<file path="src/rtl/alu_src_mux_pipe.sv">
// N_IN:1 ALU operand-B source select, registered behind a valid/ready pipe stage with a skid register.
// Optional ALU_MUX_ERRCNT_EN adds err_count, a saturating count of accepted out-of-range selects.
module alu_src_mux_pipe #(
    parameter int WIDTH = 32,
    parameter int N_IN  = 4,
    parameter int SEL_W = $clog2(N_IN)
) (
    input  logic                  clk,
    input  logic                  rst,
    input  logic [N_IN*WIDTH-1:0] In_data,
    input  logic [SEL_W-1:0]      Selector,
    input  logic                  in_valid,
    output logic                  in_ready,
    output logic [WIDTH-1:0]      OUT_data,
    output logic [SEL_W-1:0]      OUT_sel,
    output logic                  sel_err,
    output logic                  out_valid,
    input  logic                  out_ready
`ifdef ALU_MUX_ERRCNT_EN
    ,
    output logic [7:0]            err_count
`endif
);

    logic             accept;
    logic             xfer;
    logic             main_load;
    logic [WIDTH-1:0] cap_data;
    logic             cap_err;

    logic             skid_full;
    logic             skid_full_nxt;
    logic [WIDTH-1:0] skid_data;
    logic [SEL_W-1:0] skid_sel;
    logic             skid_err;
    logic             rdy_q;

    // rdy_q resets to 1 so the port reads 1 on the first cycle out of reset;
    // rst only masks it while asserted.
    assign in_ready  = rdy_q & ~rst;
    assign accept    = in_valid & in_ready;
    assign xfer      = out_valid & out_ready;
    assign main_load = ~out_valid | xfer;

    // NOTE: every always_comb output gets a default first so no latch is inferred.
    always_comb begin
        cap_data = '0;
        cap_err  = 1'b1;
        for (int k = 0; k < N_IN; k++) begin
            if (Selector == SEL_W'(k)) begin
                cap_data = In_data[k*WIDTH +: WIDTH];
                cap_err  = 1'b0;
            end
        end
    end

    // Skid fills only when main is stalled; it cannot be full while accepting.
    always_comb begin
        skid_full_nxt = skid_full;
        if (main_load) begin
            skid_full_nxt = 1'b0;
        end else if (accept) begin
            skid_full_nxt = 1'b1;
        end
    end

    // NOTE: sequential state uses non-blocking assignments only.
    always_ff @(posedge clk) begin
        if (rst) begin
            out_valid <= 1'b0;
            OUT_data  <= '0;
            OUT_sel   <= '0;
            sel_err   <= 1'b0;
            skid_full <= 1'b0;
            rdy_q     <= 1'b1;
        end else begin
            if (main_load) begin
                if (skid_full) begin
                    out_valid <= 1'b1;
                    OUT_data  <= skid_data;
                    OUT_sel   <= skid_sel;
                    sel_err   <= skid_err;
                end else if (accept) begin
                    out_valid <= 1'b1;
                    OUT_data  <= cap_data;
                    OUT_sel   <= Selector;
                    sel_err   <= cap_err;
                end else begin
                    out_valid <= 1'b0;
                end
            end
            skid_full <= skid_full_nxt;
            rdy_q     <= ~skid_full_nxt;
        end
    end

    // NOTE: skid payload needs no reset; skid_full qualifies it.
    always_ff @(posedge clk) begin
        if (~main_load && accept) begin
            skid_data <= cap_data;
            skid_sel  <= Selector;
            skid_err  <= cap_err;
        end
    end

`ifdef ALU_MUX_ERRCNT_EN
    always_ff @(posedge clk) begin
        if (rst) begin
            err_count <= 8'd0;
        end else if (accept && cap_err && err_count != 8'hFF) begin
            err_count <= err_count + 8'd1;
        end
    end
`endif

endmodule
</file>
<file path="config.mk">
export PLATFORM = sky130hd
export DESIGN_NAME = alu_src_mux_pipe
export DESIGN_NICKNAME = d
export VERILOG_FILES = /design/src/rtl/alu_src_mux_pipe.sv
export SDC_FILE = /design/constraint.sdc
export NUM_CORES = 1
export LEC_CHECK = 0
export ABC_AREA = 0
export CAP_MARGIN = 20
export CORE_ASPECT_RATIO = 0.9
export CORE_MARGIN = 2
export CORE_UTILIZATION = 39
export CTS_CLUSTER_DIAMETER = 50
export CTS_CLUSTER_SIZE = 16
export DETAILED_ROUTE_END_ITERATION = 10
export PLACE_DENSITY = 0.77
export SLEW_MARGIN = 20
export SYNTH_ARGS = -nofsm -noshare
export SYNTH_HDL_FRONTEND = slang
export SYNTH_SLANG_ARGS = --single-unit
</file>
<file path="constraint.sdc">
create_clock -name clk -period 3.5 [get_ports clk]
set_clock_uncertainty 0.15 [all_clocks]
set_input_delay 1.05 -clock clk [delete_from_list [all_inputs] [get_ports clk]]
set_output_delay 1.05 -clock clk [all_outputs]
set_load 0.005 [all_outputs]
</file>
Yosys cells after proc, flatten, opt, wreduce, memory -nomap -nowiden
Index checks and enable logic that the tools add are counted.

Muxes and demuxes: 18. Reduce and logical (&&, ||, !) cells: 4. Equal/unequal tests: 3. Bitwise logic cells: 8.

Operators by type and width (count): 32-bit 2-to-1 mux (6); 1-bit 2-to-1 mux (10); 2-bit == test (second input constant) (2); 2-bit 2-to-1 mux (2); 1-bit NOT (4); 1-bit bitwise AND (3); 2-bit by 1-bit == test with 1-bit output (second input constant) (1); 2-bit logical NOT (1); 2-bit AND reduction (1); 2-bit nonzero test (1); 1-bit logical AND (1); 1-bit OR (1).

Bits of input ports: 134. Bits in registers: 73.

Depth between registers and ports, before layout
Gate-level depths: netlist of the first run.

Depth after elaboration: 7. Gate-level depth with buffers: 6.

Least setup slack after synthesis of the first run
Ideal clock, no wire load.

Path type: input to register. Start: input port rst. End: register skid_data[0] (enable). Data arrival time: 2.896 ns. Path slack: 0.027 ns. Stages on the path: 3. Data required time: 2.923 ns. Library setup time: 0.427 ns. Path through: nand3b_4 -> buf_2 -> nor2_1.

Longest elaborated chain between the ends: 4.

RTL lines: from (decl) (line 9) `input logic rst,`; 1-bit NOT (line 40) `assign in_ready = rdy_q & ~rst;`; 1-bit bitwise AND (line 40); 1-bit bitwise AND (line 41) `assign accept = in_valid & in_ready;`; 1-bit logical AND (line 99) `if (~main_load && accept) begin`; to (signal assigned) (line 100) `skid_data <= cap_data;`; to (decl) (line 33) `logic [WIDTH-1:0] skid_data;`.

No other way between the ends. A chain may end at the register's enable or synchronous reset.

Worst setup path after layout of the first run
Start: input port rst. End: output port in_ready.

Longest elaborated chain between the ends: 2.

RTL lines: 1-bit NOT (line 40); 1-bit bitwise AND (line 40); to (decl) (line 13) `output logic in_ready,`.

No other way between the ends.

==> results of run 1 <==
cell usage in the layout, fill, tap and decap left out:
cell,n
nor2_4,1
o21ai_1,1
buf_4,7
inv_2,1
a211oi_2,2
nand3b_4,1
clkdlybuf4s50_1,167
clkinvlp_4,1
edfxtp_1,35
clkbuf_16,9
a221oi_2,32
clkbuf_8,2
a21o_4,1
nor2b_4,1
a211oi_1,34
buf_12,1
mux2_2,2
nor2b_1,1
clkinv_2,2
dfxtp_1,38
buf_2,3
and2_1,32
inv_1,35
nand3_1,1
mux4_2,32
nand2_1,32
bufinv_16,2
a21oi_1,3
nand2b_1,1
conb_1,1
or3_1,1
cell type report:
class	count	area, µm²
fillers	825	4160
flip-flops and latches	73	1810
clock buffers	11	253
inverters	36	135
clock inverters	5	77.6
multi-input cells	179	1930
repair buffers	178	1760
well taps	129	161
worst max-delay path, stage by stage:
cell,delay [ns]
buf_2,0.11
nor2b_1,0.12
clkdlybuf4s50_1,0.51
sequential cells by signal, indices dropped and copies added (netlist names):
signal / cells
sel_err: 1
rdy_q: 1
out_valid: 1
skid_sel: 2
skid_data: 32
skid_err: 1
OUT_data: 32
OUT_sel: 2
skid_full: 1
power by group:
part / switching [mW] / total (mW) / internal (mW)
combinational: 0.188 / 0.500 / 0.313
clock: 0.348 / 1.01 / 0.660
sequential: 0.0185 / 0.961 / 0.942
total: 0.554 / 2.47 / 1.92
metal layers:
metal / up-vias / global-route usage [%] / share of wire, %
li1: 1534 / - / -
met1: 1576 / 22.8 / 42
met2: 105 / 33.1 / 51
met3: 8 / 5.03 / 5.7
met4: 0 / 4.13 / 0.74
met5: - / 0 / 0
cells by family (layout without fill, tap and decap cells):
kind of cell	after synthesis	count (layout)	share of synthesized area, %
buffers and inverters	70	230	10.0
flip-flops	73	73	43.8
other	1	1	0.0907
AO/OA/AOI/OAI	73	73	19.1
AND/OR/NAND/NOR	71	71	9.05
multiplexers	34	34	18.0
final timing paths:
check	slack, ns	startpoint	end
min	0.31	OUT_data[23]	OUT_data[23]
max	0.51	rst	in_ready
min reg2reg	0.31	OUT_data[23]	OUT_data[23]
max reg2reg	1.75	skid_full	OUT_sel[1]
per-stage QoR:
stage               area, µm²  hold WS (ns)
floorplan                4140         0.308
global placement         5790         0.299
detailed placement       5790         0.301
CTS                      6120         0.310
global route             6130         0.324
finish                   6130         0.308
==> flow_summary.yaml, run 1 <==
layout:
  areaGrowthSynthToFinish_pct: 48.2
  fin_cells: 611
  final_util_pct: 59.6
  num_antenna_cells: 0
  drive_gt1_share_pct: 20.7
  num-nets-final: 611
place:
  post-place-ws_ns: 0.432
  hpwlAfterDp_um: 7130
  dp_cells: 595
  gp_congestion: 0.741
  io_buffer_count: 170
yosys:
  netlist_top_cells_count: "38 x dfxtp_1, 35 x edfxtp_1, 35 x inv_1"
  synth_top_cell_area_share_pct: 25.4
  ys_seq_area_share_pct: 43.8
  yosysMostFrequentCell: "dfxtp_1"
  async_flop_share_pct: 0
  netlist.top_cell.by_area: "edfxtp_1"
  ys_seq_elements: 73
  syn-cell-area_um2: 4140
  syn_inst: 322
  synth_area_leaders: "edfxtp_1 25%, dfxtp_1 18%, mux4_2 17%"
  syn_nets: 456
  synth-main-ff-cell: "dfxtp_1"
  ys_warn_count: 0
  synth_edf_count: 35
  avgSynthCellArea_um2: 12.8
  ys_types: 27
global_routing:
  grt_max_degree: 67
  grt_pass1_wl_um: 17000
  grt_usage_pct: 18.6
  grt_pass1_vias: 3418
  overflow: 0
  grt_antenna_before_repair: 0
sta:
  fin_crit_sh_pct: 85.4
  setup_slack_ns: 0.511
  tightest_slew_ns: 0.834
  tns_ns: 0
  drv_slew: 0
  setup_violations: 0
  post-route-min-period_ns: 2.99
  rsz0062_at_grt: "false"
  slew_headroom_pct: 44.4
  finalHoldViolations: 0
  fmax_mhz: 335
route:
  drc: 0
  first_pass_iters: 4
  wl_per_cell_um: 16.9
  via_per_inst: 5.27
  drtIter0Drc: 111
  final_antenna_net_count: 0
  vias: 3223
  wl_um: 10300
clocking:
  cts_setup_buffers: 0
  cts_htree_levels: 3
  cts_buffers: 9
  clock-sinks: 73
  cts_hold_buf: 0
  cts_buffer_depth: 2
  worst_setup_hold_path_clk_slew_ns: 0.06
  cts_root_buf: "clkbuf_16"
  cts_tree: "done"
  clock_latency_ns: 0.33
  cts_resized: 0
floorplan:
  ioPinCount: 171
  die_h_um: 102
  rows: 35
  fp.dieW_um: 113
  core_um2: 10300
  dieArea_um2: 11400
  initial_core_util_pct: 40.2
setup_path:
  crit_required_ns: 2.30
  crit_type: "input port to output pin"
  cp-end-kind: "output pin"
  r2r_cells: 4
  critPathArrivalTime_ns: 1.79
  critical_path.max_fanout: 3
  start_kind: "input port"
outcome:
  outcome: "finished clean"
power_and_ir_drop:
  p_per_area_nw_per_um2: 403
  p_leak_nw: 2.16
  vdd_drop_max_v: 0.000256
  total_power_mw: 2.47
min_path:
  hold_path_depth: 2
  holdCritPathClass: "flip-flop to flip-flop"
run:
  cap_violations: 0
No activity file was read; power rests on OpenSTA's default activity.
==> inputs of run 2 (changes only) <==
--- a/config.mk
+++ b/config.mk
@@ -13,6 +13,7 @@
 export CTS_CLUSTER_DIAMETER = 50
 export CTS_CLUSTER_SIZE = 16
 export DETAILED_ROUTE_END_ITERATION = 10
+export GPL_ROUTABILITY_DRIVEN = 0
 export PLACE_DENSITY = 0.77
 export SLEW_MARGIN = 20
 export SYNTH_ARGS = -nofsm -noshare
==> results of run 2 <==
No change in the layout: final DEF, timing and power equal those of run 1.
==> variant 1: new RTL, config.mk and constraints of run 2 <==
`WIDTH`: 32 -> 64.
--- a/src/rtl/alu_src_mux_pipe.sv
+++ b/src/rtl/alu_src_mux_pipe.sv
@@ -1,7 +1,7 @@
 // N_IN:1 ALU operand-B source select, registered behind a valid/ready pipe stage with a skid register.
 // Optional ALU_MUX_ERRCNT_EN adds err_count, a saturating count of accepted out-of-range selects.
 module alu_src_mux_pipe #(
-    parameter int WIDTH = 32,
+    parameter int WIDTH = 64,
     parameter int N_IN  = 4,
     parameter int SEL_W = $clog2(N_IN)
 ) (
Ports: changed (resized In_data and OUT_data); port bits go from 171 to 331. The function was not compared with the original's and may differ.
==> variant 1 against run 2 <==
Synthesized area rose by 87%. Clock power grew 71%. Global-route usage increased by 2.3 points. Wire length up 110%. Power rose by 83%. Cell area rose by 91%. Register-to-register slack lost 0.49 ns. Critical path depth is the same. Worst setup slack got worse by 0.0017 ns. Sequential cell count up 64. Largest power group is now registers.
==> variant 1: results (changes against run 2) <==
[final_layout]
fin_cells = 1170  ; +91%
biggestRegsByFlops = OUT_data x64, skid_data x64
fillers = 1536  ; +86%
drive_gt1_frac = 0.192  ; -0.0160

[global_route]
grt_pass1_vias = 6498  ; +90%
grt_pass1_wl_mm = 34.4  ; +100%
antenna_found_initial = 1  ; +1
grt_max_degree = 69  ; +3.0%
track_usage = 0.209  ; +0.0229

[clock_network]
clock_path_buffers = 2  ; unchanged
numCtsBuffers = 17  ; +8
cts_max_level = 4  ; +1
clk_pin_slew_ns = 0.05
cts_root_buffer = clkbuf_16
clk_latency_ns = 0.41  ; +0.08 ns

[setup_path]
crit_family = buffers and inverters
r2r_slack_ns = 1.26  ; -0.49 ns
required_ns = 2.30  ; about the same
cpPeakStageDelay_ns = 0.53  ; +0.02 ns
worstReg2RegStart = skid_full$_SDFF_PP0_
timing.rr.end = OUT_data[30]$_SDFFE_PP0P_

[yosys]
synth_compound_area_frac = 0.193  ; +0.00252
synthCells = 609  ; +89%
async_reset_ff_frac = 0  ; unchanged
synth_area_leaders = edfxtp_1 (26%), mux4_2 (19%), dfxtp_1 (18%)
synthAdderAreaFrac = 0  ; unchanged
syn-num-nets = 871  ; +91%
synth_xor_area_frac = 0  ; unchanged
ys_top_cells_by_count = dfxtp_1 (70), a211oi_1 (68), edfxtp_1 (67)
synth-seq-area-share = 0.442  ; +0.00351
synth_mux_area_frac = 0.189  ; +0.00968
synth_edf_count = 67  ; +91%

[place]
port_buffers = 330  ; +94%
dp_cells = 1138  ; +91%
dp_slack_ns = 0.493  ; +0.0609 ns
dp_hpwl_mm = 15.4  ; +120%
placed_cell_area_mm2 = 0.0111  ; +92%

[sta]
timing.final.ws_setup_ns = 0.509  ; -0.00173 ns
max_slew.worst_pin.slew_ns = 0.802  ; -0.0323 ns
setup_viol = 0  ; unchanged
worst_hold_slack_ns = 0.306  ; -0.00242 ns
drv_slew = 0  ; unchanged

[power]
ir_drop_mv = 0.267  ; +4.2%
pg_clk_w = 0.00173  ; +71%
p_leak_nw = 4.10  ; +89%
p_comb_w = 0.000991  ; +98%
p_switching_w = 0.00104  ; +88%
p_int_w = 0.00349  ; +82%

[outcome]
status = complete, no violations

[min_path]
min-delay-start = OUT_data[57]$_SDFFE_PP0P_
hold_path.class = register to register
min_to = OUT_data[57]$_SDFFE_PP0P_

[routing]
viasPerCell = 5.31  ; +0.69%
drt-initial-drc-count = 262  ; +140%
wire_per_inst_um = 18.9  ; +12%

## variant 1: routing by layer
metal  GRT usage  part of all wire
met5           0                 0
met3      0.0664             0.065
met4      0.0742             0.022
met2       0.360              0.51
met1       0.249              0.41
## variant 1: cell families after synthesis
kind of cell    count (synthesis)
mux                            66
flops                         137
other cells                     1
compound gates                137
simple gates                  135
buf+inv                       133
## variant 1: area by class of cell
cell class,instances,area [µm²],area share
diodes,1,2.50,0.000214
clock buffers,27,493,0.0422
repair buffers,344,3460,0.296
flip-flops and latches,137,3410,0.292
multi-input cells,339,3680,0.315
clock inverters,4,68.8,0.00589
inverters,68,258,0.0221
well taps,250,313,0.0268
## variant 1: worst max path at each step
stage | to | cells past startpoint | start
after detailed placement | in_ready | 3 | rst
after floorplan | skid_data[0]$_DFFE_PP_ | 5 | rst
final | in_ready | 3 | rst
after CTS | in_ready | 3 | rst
after global routing | in_ready | 3 | rst
after global placement | in_ready | 3 | rst
==> variant 2: new RTL, config.mk and constraints of run 2 <==
Made on the original files. Register the output `sel_err` once more, cleared by the reset; this adds one clock of latency there. The other outputs are not delayed to match.
--- a/src/rtl/alu_src_mux_pipe.sv
+++ b/src/rtl/alu_src_mux_pipe.sv
@@ -21,6 +21,8 @@
     output logic [7:0]            err_count
 `endif
 );
+
+    logic sel_err_s0;
 
     logic             accept;
     logic             xfer;
@@ -70,7 +72,7 @@
             out_valid <= 1'b0;
             OUT_data  <= '0;
             OUT_sel   <= '0;
-            sel_err   <= 1'b0;
+            sel_err_s0 <= 1'b0;
             skid_full <= 1'b0;
             rdy_q     <= 1'b1;
         end else begin
@@ -79,12 +81,12 @@
                     out_valid <= 1'b1;
                     OUT_data  <= skid_data;
                     OUT_sel   <= skid_sel;
-                    sel_err   <= skid_err;
+                    sel_err_s0 <= skid_err;
                 end else if (accept) begin
                     out_valid <= 1'b1;
                     OUT_data  <= cap_data;
                     OUT_sel   <= Selector;
-                    sel_err   <= cap_err;
+                    sel_err_s0 <= cap_err;
                 end else begin
                     out_valid <= 1'b0;
                 end
@@ -113,4 +115,12 @@
     end
 `endif
 
+    always_ff @(posedge clk) begin
+        if (rst) begin
+            sel_err <= '0;
+        end else begin
+            sel_err <= sel_err_s0;
+        end
+    end
+
 endmodule
Function: no difference found for any inputs over 10 cycles, from zero or initial values and one cycle with rst high; that may be too few to reach the edited logic, so the function may still have changed.
==> variant 2 against run 2 <==
Sequential cell count increased by 1. Synthesized area shrank 13%. Combinational power shrank 12%. Non-clock buffer count fell by 1. Worst setup slack lost 0.018 ns. Power decreased by 11%. Cell area is 9.6% lower. Wire length down 14%.
==> variant 2: results (changes against run 2) <==
[outcome]
status = complete, no violations

[clock_network]
cts_max_level = 3  ; unchanged
numCtsBuffers = 9  ; unchanged
ctsResizeCount = 0  ; unchanged
cts_root_buffer = clkbuf_8
clk_pin_slew_ns = 0.08  ; +0.02 ns

[yosys]
synth-seq-area-share = 0.512  ; +0.0736
async_reset_ff_frac = 0  ; unchanged
synth_area_leaders = edfxtp_1 (29%), dfxtp_1 (22%), mux4_2 (18%)
synthCells = 248  ; -23%
syn-num-nets = 382  ; -16%
synth_edf_count = 35  ; unchanged
synth_flop_cell = dfxtp_1
ys_top_cells_by_count = dfxtp_1 (39), nor2_1 (37), edfxtp_1 (35)
synth.distinct_cells = 23  ; -15%

[routing]
viasPerCell = 5.17  ; -2.0%
drt-initial-drc-count = 45  ; -59%
wire_per_inst_um = 16.4  ; -3.1%
drt_pass1_iterations = 4  ; unchanged
routed_wl_mm = 8.85  ; -14%

[power]
p_leak_nw = 1.86  ; -14%
ir_drop_mv = 0.203  ; -21%

[place]
dp_cells = 524  ; -12%
placed_cell_area_mm2 = 0.00531  ; -8.4%
dp_hpwl_mm = 6.52  ; -8.5%
port_buffers = 170  ; unchanged

[final_layout]
n_antenna_cell = 0  ; unchanged
layout.nets = 547  ; -10%
drive_gt1_frac = 0.139  ; -0.0687

[setup_path]
cp_max_fo = 2  ; -1
arrival_ns = 1.81  ; +0.02 ns
crit_family = buffers and inverters

[global_route]
grt_pass1_wl_mm = 14.3  ; -16%
track_usage = 0.185  ; -0.00143
grt_max_degree = 40  ; -40%
antenna_found_initial = 0  ; unchanged
grt_pass1_vias = 2910  ; -15%

[sta]
max_slew.worst_pin.slew_ns = 0.806  ; -0.0282 ns

-- variant 2: final timing paths --
| path | from | depth (start not counted) | slack [ns] | endpoint |
|---|---|---|---|---|
| min reg2reg | sel_err_s0$_SDFFE_PP0P_ | 1 | 0.31 | sel_err$_SDFF_PP0_ |
| min | sel_err_s0$_SDFFE_PP0P_ | 1 | 0.31 | sel_err$_SDFF_PP0_ |
| max | rst | 3 | 0.49 | in_ready |
| max reg2reg | skid_full$_SDFF_PP0_ | 4 | 1.60 | OUT_data[24]$_SDFFE_PP0P_ |
-- variant 2: cell type report --
| class | instances | area (µm²) |
|---|---|---|
| fill | 733 | 3460 |
| sequential | 74 | 1830 |
| timing repair buffer | 177 | 1750 |
| multi-input combinational | 150 | 1560 |
| clock buffer | 13 | 170 |
| tap | 122 | 153 |
| clock inverter | 3 | 68.8 |
| inverter | 1 | 3.75 |
-- variant 2: metal layers --
layer,vias up,share of wire,global-route usage,routed length (µm)
met4,0,0.020,0.0567,175
met3,12,0.066,0.0656,584
met1,1368,0.39,0.210,3480
met2,104,0.52,0.329,4610
met5,-,0,0,0
li1,1307,-,-,-
-- variant 2: metrics by stage --
stage	setup slack [ns]	hold slack (ns)	power (W)	util
after global routing	0.444	0.345	0.00229	0.616
after floorplan	0.146	0.289	0.00119	-
final	0.492	0.315	0.00219	0.616
after global placement	0.504	0.307	0.00143	0.589
after CTS	0.487	0.317	0.00222	0.616
after detailed placement	0.487	0.302	0.00144	0.589
-- variant 2: kinds of logic after synthesis --
group | synth area share
simple gates | 0.0510
other cells | 0.00105
mux | 0.300
flops | 0.512
buf+inv | 0.0538
compound gates | 0.0828
-- variant 2: where the power goes --
group / switching (W) / leakage (nW) / internal (W)
Sequential: 0.0000226 / 0.638 / 0.000955
Clock: 0.000309 / 0.119 / 0.000467
Combinational: 0.000146 / 1.10 / 0.000291
Total: 0.000477 / 1.86 / 0.00171
-- variant 2: worst reg2reg max path, stage by stage, from the launching register on --
cell	delay, ns
dfxtp_2	0.74
o21a_2	0.25
buf_4	0.34
nor2_1	0.09
a211oi_1	0.25
